===== src/rtl/ifetch_unit_pkg.sv =====
// Shared types for the instruction fetch slice: word type, fetch FSM states,
// pc/req_addr update selects and the instruction-size incrementer.
package ifetch_unit_pkg;

    typedef logic [15:0] lc3b_word;

    typedef enum logic [1:0] {
        S_FETCH = 2'd0,   // read outstanding, result will be delivered
        S_HOLD  = 2'd1,   // instruction held for control
        S_FLUSH = 2'd2    // read outstanding, result will be discarded
    } lc3b_fetch_state;

    localparam lc3b_word LC3B_INSN_BYTES = 16'd2;

    // Next-value selects for the pc register
    typedef enum logic [1:0] {
        PC_KEEP  = 2'd0,
        PC_INC   = 2'd1,  // req_addr + 2
        PC_REDIR = 2'd2   // redirect target
    } pc_sel_e;

    // Next-value selects for the request address register
    typedef enum logic [1:0] {
        REQ_KEEP  = 2'd0,
        REQ_PC    = 2'd1,
        REQ_REDIR = 2'd2
    } req_sel_e;

    // Sequential instruction address; wraps modulo 2^16
    function automatic lc3b_word insn_inc(input lc3b_word a);
        return a + LC3B_INSN_BYTES;
    endfunction

    // Instructions are word aligned; drop the byte bit
    function automatic lc3b_word word_align(input lc3b_word a);
        return {a[15:1], 1'b0};
    endfunction

endpackage


===== src/rtl/ifetch_unit_pc_gen.sv =====
// pc / req_addr register pair with +2 incrementer and aligned redirect mux.
module fetch_pc_gen
    import ifetch_unit_pkg::*;
#(
    parameter lc3b_word RESET_PC = 16'h0000
) (
    input  logic     clk,
    input  logic     reset,
    input  pc_sel_e  pc_sel,
    input  req_sel_e req_sel,
    input  lc3b_word redirect_pc,
    output lc3b_word pc,
    output lc3b_word req_addr
);

    localparam lc3b_word BASE_PC = {RESET_PC[15:1], 1'b0};

    lc3b_word redir_tgt;
    lc3b_word inc_addr;

    assign redir_tgt = word_align(redirect_pc);
    assign inc_addr  = insn_inc(req_addr);

    // Update next-fetch pc and the address currently presented to memory
    always_ff @(posedge clk) begin
        if (reset) begin
            pc       <= BASE_PC;
            req_addr <= BASE_PC;
        end else begin
            case (pc_sel)
                PC_INC:   pc <= inc_addr;
                PC_REDIR: pc <= redir_tgt;
                default:  pc <= pc;
            endcase
            case (req_sel)
                REQ_PC:    req_addr <= pc;
                REQ_REDIR: req_addr <= redir_tgt;
                default:   req_addr <= req_addr;
            endcase
        end
    end

endmodule


===== src/rtl/ifetch_unit.sv =====
// Instruction fetch engine: reads instruction memory, pulses ir_load with the
// returned word, holds it for control and handles redirects, including one
// arriving while a read is in flight (that read is then flushed).
module ifetch_unit
    import ifetch_unit_pkg::*;
#(
    parameter lc3b_word RESET_PC = 16'h0000
) (
    input  logic     clk,
    input  logic     reset,
    output lc3b_word mem_address,
    output logic     mem_read,
    input  lc3b_word mem_rdata,
    input  logic     mem_resp,
    output logic     ir_load,
    output lc3b_word ir_data,
    output logic     fetch_valid,
    input  logic     fetch_ready,
    output lc3b_word fetch_pc,
    output lc3b_word next_pc,
    input  logic     redirect,
    input  lc3b_word redirect_pc
);

    lc3b_fetch_state state;
    lc3b_word        pc;
    lc3b_word        req_addr;
    lc3b_word        hold_word;
    pc_sel_e         pc_sel;
    req_sel_e        req_sel;

    fetch_pc_gen #(.RESET_PC(RESET_PC)) u_pc_gen (
        .clk         (clk),
        .reset       (reset),
        .pc_sel      (pc_sel),
        .req_sel     (req_sel),
        .redirect_pc (redirect_pc),
        .pc          (pc),
        .req_addr    (req_addr)
    );

    assign mem_address = req_addr;
    assign next_pc     = insn_inc(fetch_pc);

    // Deliver the word in its response cycle unless a redirect kills it
    assign ir_load = !reset && (state == S_FETCH) && mem_resp && !redirect;
    assign ir_data = ir_load ? mem_rdata : hold_word;

    // Address register steering for each state/event combination
    always_comb begin
        pc_sel  = PC_KEEP;
        req_sel = REQ_KEEP;
        case (state)
            S_FETCH: begin
                if (mem_resp && !redirect) begin
                    pc_sel = PC_INC;
                end else if (mem_resp && redirect) begin
                    pc_sel  = PC_REDIR;
                    req_sel = REQ_REDIR;
                end else if (redirect) begin
                    // keep presenting the in-flight address until it completes
                    pc_sel = PC_REDIR;
                end
            end
            S_FLUSH: begin
                if (redirect) pc_sel = PC_REDIR;
                if (mem_resp) req_sel = redirect ? REQ_REDIR : REQ_PC;
            end
            S_HOLD: begin
                if (redirect) begin
                    pc_sel  = PC_REDIR;
                    req_sel = REQ_REDIR;
                end else if (fetch_ready) begin
                    req_sel = REQ_PC;
                end
            end
            default: begin
                pc_sel  = PC_KEEP;
                req_sel = REQ_KEEP;
            end
        endcase
    end

    // Fetch FSM with registered mem_read / fetch_valid and held instruction
    always_ff @(posedge clk) begin
        if (reset) begin
            state       <= S_FETCH;
            mem_read    <= 1'b1;
            fetch_valid <= 1'b0;
            fetch_pc    <= '0;
            hold_word   <= '0;
        end else begin
            case (state)
                S_FETCH: begin
                    if (mem_resp && !redirect) begin
                        hold_word   <= mem_rdata;
                        fetch_pc    <= req_addr;
                        state       <= S_HOLD;
                        mem_read    <= 1'b0;
                        fetch_valid <= 1'b1;
                    end else if (!mem_resp && redirect) begin
                        state <= S_FLUSH;
                    end
                end
                S_FLUSH: begin
                    if (mem_resp) state <= S_FETCH;
                end
                S_HOLD: begin
                    if (redirect || fetch_ready) begin
                        state       <= S_FETCH;
                        mem_read    <= 1'b1;
                        fetch_valid <= 1'b0;
                    end
                end
                default: begin
                    state       <= S_FETCH;
                    mem_read    <= 1'b1;
                    fetch_valid <= 1'b0;
                end
            endcase
        end
    end

`ifndef SYNTHESIS
    // A word can only be delivered out of a live fetch
    a_ir_load_state: assert property (@(posedge clk) ir_load |-> (state == S_FETCH));

    // Requested address is stable for the life of a read
    a_addr_stable: assert property (@(posedge clk)
        ($past(mem_read) && !$past(mem_resp) && !$past(reset) && mem_read)
            |-> (mem_address == $past(mem_address)));
`endif

endmodule

===== config.mk =====
export PLATFORM = sky130hd
export DESIGN_NAME = ifetch_unit
export DESIGN_NICKNAME = d
export VERILOG_FILES = /design/src/rtl/ifetch_unit_pkg.sv /design/src/rtl/ifetch_unit_pc_gen.sv /design/src/rtl/ifetch_unit.sv
export SDC_FILE = /design/constraint.sdc
export NUM_CORES = 1
export LEC_CHECK = 0
export BUFFER_PORTS_ARGS = -buffer_cell sky130_fd_sc_hd__buf_2
export CORE_UTILIZATION = 52
export DETAILED_ROUTE_END_ITERATION = 16
export PLACE_DENSITY = 0.8
export RECOVER_POWER = 100
export SLEW_MARGIN = 20
export SYNTH_ARGS = -nofsm -noshare
export SYNTH_HDL_FRONTEND = slang
export SYNTH_SLANG_ARGS = --single-unit

===== constraint.sdc =====
create_clock -name clk -period 2.9 [get_ports clk]
set_input_delay 0.58 -clock clk [delete_from_list [all_inputs] [get_ports clk]]
set_output_delay 0.58 -clock clk [all_outputs]
set_load 0.01 [all_outputs]

== After elaboration in Yosys (flattened, before gate mapping) ==
Cells that the tools add are included.

* Latch bits: 0
* Memories kept: 0
* Register bits: 68
* Memory bits (writable): 0
* ROM bits: 0
* Output and inout bits: 67

* Div/mod/pow operators: 0
* Shift operators: 0
* Multiply operators: 0
* Add/sub/neg operators: 2
* Equal/unequal tests: 10
* Order comparisons: 0
* Reductions and logical operators: 17
* Bitwise operators: 1
* Multiplexer cells: 25

{| class="wikitable"
|+ Operators with widths
! cell !! number
|-
| 16-bit case mux with 2 select lines || 2
|-
| 16-bit by 2-bit adder with 16-bit output, second input constant || 2
|-
| 2-bit 2-to-1 mux || 12
|-
| 16-bit 2-to-1 mux || 1
|-
| 2-bit case mux with 3 select lines || 2
|-
| 2-bit by 1-bit == test with 1-bit output, second input constant || 3
|-
| 2-bit == test, second input constant || 3
|-
| 1-bit logical AND || 6
|-
| 1-bit case mux with 3 select lines || 2
|-
| 3-bit AND reduction || 2
|-
| 1-bit 2-to-1 mux || 5
|-
| 2-bit != test, second input constant || 2
|-
| 2-bit case mux with 2 select lines || 1
|-
| 2-bit nonzero test || 2
|-
| 1-bit zero test || 3
|-
| 3-bit by 1-bit != test with 1-bit output, second input constant || 1
|-
| 2-bit zero test || 1
|-
| 2-bit by 1-bit != test with 1-bit output, second input constant || 1
|-
| 2-bit AND reduction || 1
|-
| 2-bit OR reduction || 1
|-
| 1-bit logical OR || 1
|-
| 1-bit inverter || 1
|}

== Logic depth before layout (Yosys ltp) ==
Gate-level depths: netlist of run 1.

* Depth after elaboration: 6
* Mapped depth: 12
* Mapped depth without buffers: 9

== Cells and area by module ==
A second synthesis of run 1 with hierarchy kept.

* Cells, all modules: 432
* Area, all modules: 3609.7 um2

{| class="wikitable"
|+ Modules (own cells, without submodules)
! module !! instances !! area each (um2) !! seq. area each (um2) !! cells an instance
|-
| ifetch_unit || 1 || 1940.6 || 720.7 || 232
|-
| fetch_pc_gen || 1 || 1669.1 || 640.6 || 200
|}

== Worst setup path before layout of run 1 ==
Ideal clock, no wire load.

* Kind: input-to-reg
* From: in redirect
* To: reg u_pc_gen.pc[3]
* Setup slack: 0.581 ns
* Stages on the path: 9
* Arrival time: 2.201 ns
* Path through: and2b_4 and2_1 clkbuf_2 nand2b_1 ha_1 clkbuf_1 buf_2 mux2i_1 nor2_1

* Word-level cells in the longest chain between the ends: 6
* Elaborated cells on any way between the ends: 11

{| class="wikitable"
|+ RTL lines
! element !! line !! RTL
|-
| start: declaration || ifetch_unit.sv:21 || <nowiki>input logic redirect,</nowiki>
|-
| 2-bit 2-to-1 mux (tied with other cells) || ifetch_unit.sv:60, ifetch_unit.sv:66, ifetch_unit.sv:70 ||
|-
| 2-bit 2-to-1 mux / 1-bit logical AND (equally long branches) || ifetch_unit.sv:57, ifetch_unit.sv:55 ||
|-
| 2-bit 2-to-1 mux || ifetch_unit.sv:55 || <nowiki>if (mem_resp && !redirect) begin</nowiki>
|-
| 2-bit case mux with 2 select lines * || ifetch_unit.sv:53 || <nowiki>case (state)</nowiki>
|-
| 2-bit == test / 2-bit by 1-bit == test with 1-bit output (equally long branches) || ifetch_unit_pc_gen.sv:30 || <nowiki>case (pc_sel)</nowiki>
|-
| 16-bit case mux with 2 select lines / 2-bit nonzero test (equally long branches) || n/a ||
|-
| end signal: assignment || ifetch_unit_pc_gen.sv:31 || <nowiki>PC_INC: pc <= inc_addr;</nowiki>
|-
| end signal: assignment || ifetch_unit_pc_gen.sv:32 || <nowiki>PC_REDIR: pc <= redir_tgt;</nowiki>
|-
| end signal: assignment || ifetch_unit_pc_gen.sv:33 || <nowiki>default: pc <= pc;</nowiki>
|-
| end: declaration || ifetch_unit_pc_gen.sv:12 || <nowiki>output lc3b_word pc,</nowiki>
|}

Mark *: on every way between the ends. The rest lies on a longest branch, timed or not.
A chain may end at the register's enable or synchronous reset.

== Worst setup path in the final report of run 1 ==
* From: reg state[1]
* To: out ir_data[8]

* Word-level cells in the longest chain between the ends: 5

{| class="wikitable"
|+ RTL lines
! element !! line !! RTL
|-
| start: declaration || ifetch_unit.sv:25 || <nowiki>lc3b_fetch_state state;</nowiki>
|-
| start signal: assignment || ifetch_unit.sv:87 || <nowiki>state <= S_FETCH;</nowiki>
|-
| start signal: assignment || ifetch_unit.sv:98 || <nowiki>state <= S_HOLD;</nowiki>
|-
| start signal: assignment || ifetch_unit.sv:102 || <nowiki>state <= S_FLUSH;</nowiki>
|-
| 2-bit zero test || ifetch_unit.sv:46 || <nowiki>assign ir_load = !reset && (state == S_FETCH) && mem_resp && !redirect;</nowiki>
|-
| 1-bit logical AND (3 in series) || ifetch_unit.sv:46 ||
|-
| 16-bit 2-to-1 mux || ifetch_unit.sv:47 || <nowiki>assign ir_data = ir_load ? mem_rdata : hold_word;</nowiki>
|-
| end: declaration || ifetch_unit.sv:16 || <nowiki>output lc3b_word ir_data,</nowiki>
|}

Every way passes these cells.

==> results of run 1 <==
## power breakdown
| part | switching, mW | internal [mW] |
|---|---|---|
| clock network | 0.366 | 0.656 |
| logic | 0.262 | 0.175 |
| registers | 0.0605 | 0.996 |
## area by class of cell
cell class | instances | share of cell area (%)
Multi-Input combinational cell | 336 | 47.4
Clock buffer | 9 | 2.89
Sequential cell | 68 | 31.8
Clock inverter | 7 | 3.24
Tap cell | 77 | 2.25
Timing Repair Buffer | 111 | 11.3
Inverter | 13 | 1.14
## worst paths after layout
check / from / end / depth (start not counted)
min: u_pc_gen.pc[5] / u_pc_gen.pc[5] / 2
max: state[1] / ir_data[8] / 6
min reg2reg: u_pc_gen.pc[5] / u_pc_gen.pc[5] / 2
max reg2reg: state[1] / u_pc_gen.pc[15] / 8
## through the flow
step           std cells  hold WS, ps  utilization [%]  area [um^2]  setup slack [ps]
2_1_floorplan        445          427                -         3590               581
3_3_place_gp         605          434             63.7         4140               483
3_5_place_dp         605          443             63.7         4140               471
4_1_cts              621          453             67.7         4400               298
5_1_grt              621          468             66.0         4280               130
6_report             621          455             66.0         4280               265
## placed cells by master, fill, tap and decap left out, types with 2 or more instances in the layout
cell type and instances:
nand2_1 80, dfxtp_1 68, clkbuf_1 68, a21oi_1 59
nor2_1 45, buf_2 37, xnor2_1 17, mux2_2 15
mux2i_1 14, inv_1 13, nor3_1 10, nand3_1 9
clkbuf_8 9, o21ai_0 8, a211oi_1 8, ha_1 8
nor2b_1 7, and3_1 5, xor2_1 5, buf_4 5
bufinv_16 4, and4_1 3, nand4_1 3, nand2b_1 3
a22oi_1 3, nand3b_1 3, nor2_2 3, nor3b_1 2
o21a_1 2, o22ai_1 2, nor4_1 2, o2bb2ai_1 2
a2111oi_0 2, clkinv_2 2
## layer usage
layer  part of all wire, %  routed length [um]  GRT usage (%)  up-vias
li1                      -                   -              -     1717
met2                    47                3950           38.9      102
met3                   5.1                 430           5.74        8
met5                     0                   0              0        -
met4                   1.1                  94           7.09        0
met1                    47                3940           30.6     1540
## tightest hold or removal path: cells and delay by family, from the launching register on
| family | cells | cell delay [ps] |
|---|---|---|
| flip-flops | 1 | 310 |
| AO/OA/AOI/OAI | 1 | 50 |
| AND/OR/NAND/NOR | 1 | 50 |
## kinds of logic (layout without fill, tap and decap cells)
kind of cell             Yosys count  after routing  synth area share [%]
flip-flops                        68             68                  37.9
multiplexers                      30             30                  8.92
AND/OR/NAND/NOR                  184            184                  24.6
buffers and inverters             41            140                  4.98
AO/OA/AOI/OAI                     92             92                  15.4
adder cells (fa/ha/maj)            8              8                  2.79
XOR/XNOR                          22             22                  5.36
## state kept, by name, indices dropped and copies added, names as in the netlist
signal	count
fetch_pc	16
fetch_valid	1
hold_word	16
mem_read	1
state	2
u_pc_gen.pc	16
u_pc_gen.req_addr	16
==> flow_metrics.py, run 1 <==
metrics = {
    "outcome": {
        "status": "complete, no violations",
    },
    "detailed_routing": {
        "ant_nets": 0,
        "avgViaCountPerCell": 5.42,
        "vias": 3367,
        "drc": 0,
        "first_iter_violations": 179,
        "wl_per_cell_um": 13.6,
        "wl_um": 8420,
        "drt_first_pass_iters": 4,
    },
    "synthesis": {
        "synth_area_um2": 3590,
        "synth_top_flop_cell": "dfxtp_1",
        "netlist_instances": 445,
        "synth.avg_cell_area_um2": 8.07,
        "syn_nets": 490,
        "synth_async_sr_flop_share_pct": 0,
        "netlist.area_leader.share_pct": 37.9,
        "synth_cell_types": 49,
        "yosysTopAreaCell": "dfxtp_1",
        "synthTopCellsByCount": "nand2_1, dfxtp_1, a21oi_1",
        "ys_ff_latch": 68,
        "yosysSeqAreaShare_pct": 37.9,
        "yosysMostFrequentCell": "nand2_1",
        "synth_edf_count": 0,
        "synth_warnings": 0,
        "synth.area.top_cells": "dfxtp_1, nand2_1, a21oi_1",
    },
    "layout": {
        "area_growth_pct": 19.3,
        "seqCellArea_um2": 1360,
        "fillers": 602,
        "finalNetCount": 584,
        "multi_input_area_um2": 2030,
        "antennaDiodeCount": 0,
        "drive_gt1_share_pct": 15.4,
    },
    "setup_path": {
        "required_ps": 2320,
        "rrSetupSlack_ps": 430,
        "cp.arrival_ps": 2050,
        "critical_path_class": "reg -> out",
        "slowest_stage": "mux2_2",
        "end_kind": "primary output",
        "cp_max_fo": 17,
        "critPathLaunchType": "flip-flop",
        "worst-path-buf-inv": 2,
        "critPathMaxStageDelay_ps": 380,
        "cp_top_family": "simple AND/OR/NAND/NOR gates",
        "crit_chain": "inv_1 -> ha_1 -> nand2_1 -> nor2_8 -> mux2_2 -> clkbuf_1",
    },
    "placed_design": {
        "portBuffers": 102,
        "dp_hpwl_um": 5730,
        "gp_congestion": 0.837,
    },
    "grt": {
        "grt_pass1_vias": 2996,
        "overflow": 0,
        "grt_antenna_before_repair": 0,
        "grt_usage_pct": 23.6,
        "grt_pass1_wl_um": 13700,
        "grt_max_degree": 74,
    },
    "clocking": {
        "clk_pin_slew_ps": 70,
        "holdBufCountCts": 0,
        "clk_latency_ps": 340,
        "clockBufferDepth": 2,
        "cts_sinks": 68,
        "cts_made_buffers": 9,
        "cts_root_buf": "clkbuf_8",
        "cts_tree": "yes",
        "htree_levels": 3,
        "cts.repair.resized": 0,
        "post_cts.repair.setup_buffers": 0,
    },
    "sta": {
        "fin_crit_ps": 2630,
        "tns_ps": 0,
        "setup_viol": 0,
        "slew_headroom_pct": 11.8,
        "tightestPinTransition_ps": 1320,
        "max_freq_mhz": 380,
        "rsz0062_at_grt": "false",
        "hold_viol": 0,
        "finalClockSkew_ps": 3.95,
        "post-route-period-util_pct": 90.8,
        "slew_viol_final": 0,
    },
    "pwr": {
        "vdd_drop_max_mv": 0.277,
        "total_power_mw": 2.52,
        "powerDensity_nw_per_um2": 587,
        "p_leak_nw": 1.63,
    },
    "floorplan": {
        "core_um2": 6490,
        "die-area_um2": 7240,
        "boundaryPins": 104,
        "std_cell_rows": 29,
        "die_h_um": 85.1,
        "chipWidth_um": 85.1,
        "start_util_pct": 55.3,
    },
    "run": {
        "cap_violations": 0,
    },
    "hold_path": {
        "hp-class": "reg -> reg",
    },
}
Power figures use the tool's default switching activity.
==> run 2: changes to the inputs <==
BUFFER_PORTS_ARGS = unset   (was -buffer_cell sky130_fd_sc_hd__buf_2)
CORE_UTILIZATION = 63   (was 52)
DONT_BUFFER_PORTS = 1   (was unset)
PLACE_DENSITY = 0.79   (was 0.8)
==> run 2 against run 1 <==
Against the previous run: sequential share of layout area is 4.1 points higher; clock skew is 1.8 ps higher; die area is 17% lower; via count is 10% lower; register-to-register slack better by 100 ps; critical endpoint is now ir_data[6]; global-route usage is 3.5 points higher; final area is 12% lower; final cell count is 17% lower; first-iteration DRC count is 23% lower; combinational power is 23% lower; flip-flop and latch count stayed put.
==> flow_metrics.py, run 2 (same netlist as run 1, synthesis figures left out) <==
metrics = {
    "placed_design": {
        "dp_hpwl_um": 5300,
        "postPlaceCellArea_um2": 3610,
        "portBuffers": 0,
        "gp_congestion": 0.802,
    },
    "clocking": {
        "clockBufferDepth": 2,
        "cts_tree": "yes",
        "cts_sinks": 68,
        "cts_root_buf": "clkbuf_8",
        "clk_latency_ps": 340,
        "htree_levels": 3,
        "cts_made_buffers": 9,
        "post_cts.repair.setup_buffers": 0,
        "holdBufCountCts": 0,
        "clk_pin_slew_ps": 70,
        "cts.repair.resized": 0,
    },
    "floorplan": {
        "chipWidth_um": 77.5,
        "start_util_pct": 65.2,
        "die_h_um": 77.5,
        "core_um2": 5510,
        "die-area_um2": 6010,
        "std_cell_rows": 27,
        "boundaryPins": 104,
    },
    "setup_path": {
        "rrSetupSlack_ps": 530,
        "critPathMaxStageDelay_ps": 420,
        "startpoint": "state[1]",
        "cp.arrival_ps": 1990,
        "reg2reg_depth": 6,
        "required_ps": 2320,
        "critical_path_class": "reg -> out",
        "rr_endpoint": "fetch_pc[0]",
        "cp_top_family": "simple AND/OR/NAND/NOR gates",
        "slowest_stage": "mux2_1",
        "r2r-start": "state[1]",
        "critPathLaunchType": "flip-flop",
        "cp_max_fo": 17,
        "worst-path-buf-inv": 1,
        "end_kind": "primary output",
        "crit_chain": "inv_1 -> ha_1 -> nand2_1 -> nor2_8 -> mux2_1",
    },
    "sta": {
        "setup_viol": 0,
        "fin_hold_ws_ps": 302,
        "slew_headroom_pct": 7.85,
        "max_freq_mhz": 388,
        "slew_viol_final": 0,
        "tns_ps": 0,
        "hold_viol": 0,
        "rsz0062_at_grt": "false",
        "finalClockSkew_ps": 5.70,
        "fin_crit_ps": 2570,
        "tightestPinTransition_ps": 1380,
        "post-route-period-util_pct": 88.8,
    },
    "grt": {
        "grt_max_degree": 75,
        "grt_pass1_wl_um": 12900,
        "grt_pass1_vias": 2769,
        "overflow": 0,
        "grt_usage_pct": 27.0,
        "grt_antenna_before_repair": 0,
    },
    "detailed_routing": {
        "drt_first_pass_iters": 4,
        "vias": 3019,
        "avgViaCountPerCell": 5.88,
        "first_iter_violations": 137,
        "drc": 0,
        "wl_per_cell_um": 15.1,
        "wl_um": 7730,
        "ant_nets": 0,
    },
    "hold_path": {
        "hold_start": "reset",
        "hp-class": "in -> reg",
        "min_delay_worst_endpoint": "hold_word[3]",
        "worstHoldPathCells": 1,
    },
    "layout": {
        "area_growth_pct": 5.50,
        "drive_gt1_share_pct": 6.58,
        "antennaDiodeCount": 0,
        "layout_commonest_cell": "nand2_1",
        "final_cell_mix": "nand2_1, dfxtp_1, a21oi_1",
        "finalNetCount": 481,
        "fillers": 463,
        "fin_area_um2": 3790,
    },
    "pwr": {
        "total_power_mw": 2.24,
        "vdd_drop_max_mv": 0.393,
        "p_leak_nw": 1.39,
        "powerDensity_nw_per_um2": 592,
    },
    "outcome": {
        "status": "complete, no violations",
    },
    "run": {
        "cap_violations": 0,
    },
}
[run 2: cell type report]
type / count / area (um^2) / share of cell area (%)
inverters: 13 / 48.8 / 1.29
multi-input cells: 336 / 2030 / 53.4
repair buffers: 8 / 42.5 / 1.12
flip-flops and latches: 68 / 1360 / 35.9
clock buffers: 13 / 179 / 4.72
well taps: 72 / 90.1 / 2.38
clock inverters: 3 / 42.5 / 1.12
[run 2: how the worst max path moves through the flow]
stage                      endpoint  cells after the start
floorplan            u_pc_gen.pc[3]                      9
global placement    u_pc_gen.pc[10]                      8
detailed placement   u_pc_gen.pc[7]                      7
CTS                     next_pc[15]                      5
global route             ir_data[6]                      5
finish                   ir_data[6]                      5
[run 2: worst register-to-register path, delay by kind of cell, from the launching register on]
| family | cells | cell delay, ps |
|---|---|---|
| AO/OA/AOI/OAI | 1 | 170 |
| adder cells (fa/ha/maj) | 1 | 280 |
| buffers and inverters | 2 | 1120 |
| flip-flops | 1 | 340 |
| AND/OR/NAND/NOR | 2 | 390 |
[run 2: routing by layer]
layer	up-vias	global-route usage [%]	part of all wire [%]
met3	4	5.76	6.1
li1	1506	-	-
met2	103	41.9	48
met1	1406	35.4	45
met5	-	0	0
met4	0	13.6	0.74
[run 2: where the power goes]
part           internal, mW  total, mW  switching, mW
Sequential            0.996       1.07         0.0745
Combinational         0.136      0.337          0.202
Clock                 0.490      0.836          0.346
Total                  1.62       2.24          0.622
[run 2: per-stage QoR]
step | utilization [%] | setup WS, ps | instances
final | 68.8 | 326 | 513
after global routing | 68.8 | 161 | 513
after CTS | 69.6 | 359 | 513
after detailed placement | 65.6 | 571 | 497
after global placement | 65.6 | 591 | 497
after floorplan | - | 581 | 445
==> run 3: changes to the inputs <==
CELL_PAD_IN_SITES_DETAIL_PLACEMENT = 1   (was unset)
CELL_PAD_IN_SITES_GLOBAL_PLACEMENT = 1   (was unset)
CORE_UTILIZATION = 46   (was 63)
PLACE_DENSITY = unset   (was 0.79)
PLACE_DENSITY_LB_ADDON = 0.1   (was unset)
==> run 3 against run 2 <==
Against the previous run: critical path depth did not move; clock skew rose by 7.1 ps; sequential share of layout area fell by 0.64 points; critical path type unchanged; critical endpoint is now ir_data[9]; highest routed layer unchanged.
==> flow_metrics.py, run 3 (same netlist as run 1, synthesis figures left out) <==
metrics = {
    "placed_design": {
        "gp_congestion": 0.805,
        "portBuffers": 0,
        "postPlaceCellArea_um2": 3640,
        "dpl.cell_count": 523,
        "dp_hpwl_um": 6220,
    },
    "clocking": {
        "cts_made_buffers": 9,
        "cts_root_buf": "clkbuf_8",
        "cts_sinks": 68,
        "cts.repair.resized": 0,
        "holdBufCountCts": 0,
        "post_cts.repair.setup_buffers": 0,
        "clk_pin_slew_ps": 90,
        "clockBufferDepth": 2,
        "cts_tree": "yes",
        "htree_levels": 3,
        "clk_latency_ps": 340,
    },
    "detailed_routing": {
        "wl_um": 9020,
        "avgViaCountPerCell": 5.63,
        "first_iter_violations": 116,
        "drt_first_pass_iters": 4,
        "wl_per_cell_um": 16.7,
        "vias": 3032,
        "drc": 0,
        "ant_nets": 0,
    },
    "floorplan": {
        "std_cell_rows": 31,
        "die_h_um": 90.4,
        "die-area_um2": 8170,
        "core_um2": 7410,
        "start_util_pct": 48.5,
        "boundaryPins": 104,
        "chipWidth_um": 90.4,
    },
    "pwr": {
        "powerDensity_nw_per_um2": 619,
        "p_leak_nw": 1.41,
        "vdd_drop_max_mv": 0.311,
        "total_power_mw": 2.39,
    },
    "setup_path": {
        "end_kind": "primary output",
        "critPathLaunchType": "flip-flop",
        "worst-path-buf-inv": 1,
        "slowest_stage": "mux2_1",
        "required_ps": 2320,
        "crit_chain": "inv_1 -> ha_1 -> nand2_1 -> nor2_8 -> mux2_1",
        "cp_max_fo": 17,
        "critical_path_class": "reg -> out",
        "cp.arrival_ps": 2020,
        "critPathMaxStageDelay_ps": 420,
        "cp_top_family": "simple AND/OR/NAND/NOR gates",
    },
    "grt": {
        "grt_antenna_before_repair": 0,
        "grt_pass1_vias": 3044,
        "overflow": 0,
        "grt_usage_pct": 22.9,
        "grt_max_degree": 75,
        "grt_pass1_wl_um": 15000,
    },
    "layout": {
        "fin_area_um2": 3860,
        "fin_util_pct": 52.1,
        "layout_commonest_cell": "nand2_1",
        "fin_cells": 539,
        "antennaDiodeCount": 0,
        "fillers": 919,
        "final_cell_mix": "nand2_1, dfxtp_1, a21oi_1",
        "finalNetCount": 480,
        "area_growth_pct": 7.42,
        "seqCellArea_um2": 1360,
        "drive_gt1_share_pct": 7.50,
        "multi_input_area_um2": 2040,
    },
    "outcome": {
        "status": "complete, no violations",
    },
    "sta": {
        "slew_headroom_pct": 53.3,
        "tns_ps": 0,
        "finalClockSkew_ps": 12.8,
        "fin_crit_ps": 2600,
        "rsz0062_at_grt": "false",
        "max_freq_mhz": 384,
        "slew_viol_final": 0,
        "setup_viol": 0,
        "hold_viol": 0,
        "post-route-period-util_pct": 89.8,
        "tightestPinTransition_ps": 700,
    },
    "hold_path": {
        "hp-class": "in -> reg",
    },
    "run": {
        "cap_violations": 0,
    },
}
-- run 3: power breakdown --
part	total, mW	switching (mW)	internal [mW]
logic	0.353	0.217	0.137
clock network	0.961	0.384	0.577
registers	1.07	0.0768	0.996
total	2.39	0.677	1.71
-- run 3: per-stage QoR --
| step | setup WS, ps | hold slack [ps] |
|---|---|---|
| 2_1_floorplan | 581 | 427 |
| 3_3_place_gp | 560 | 429 |
| 3_5_place_dp | 495 | 441 |
| 4_1_cts | 341 | 287 |
| 5_1_grt | 180 | 274 |
| 6_report | 296 | 300 |
-- run 3: worst paths after layout --
| kind | start | to | slack (ps) | cells after the start |
|---|---|---|---|---|
| setup / recovery | state[0] | ir_data[9] | 300 | 5 |
| hold / removal | reset | hold_word[10] | 300 | 1 |
| setup reg to reg | state[0] | u_pc_gen.pc[8] | 390 | 8 |
| hold reg to reg | hold_word[1] | hold_word[1] | 450 | 2 |
-- run 3: area by class of cell --
class,count,share of cell area (%)
Clock inverter,7,3.15
Tap cell,99,3.21
Sequential cell,68,35.3
Multi-Input combinational cell,336,52.8
Clock buffer,9,3.21
Inverter,13,1.26
Timing Repair Buffer,7,1.07
-- run 3: layer usage --
| metal | vias to the layer above | global-route usage, % | wire length [um] |
|---|---|---|---|
| li1 | 1509 | - | - |
| met1 | 1448 | 28.2 | 4110 |
| met2 | 68 | 39.6 | 4400 |
| met3 | 7 | 5.47 | 421 |
| met4 | 0 | 6.85 | 87 |
| met5 | - | 0 | 0 |
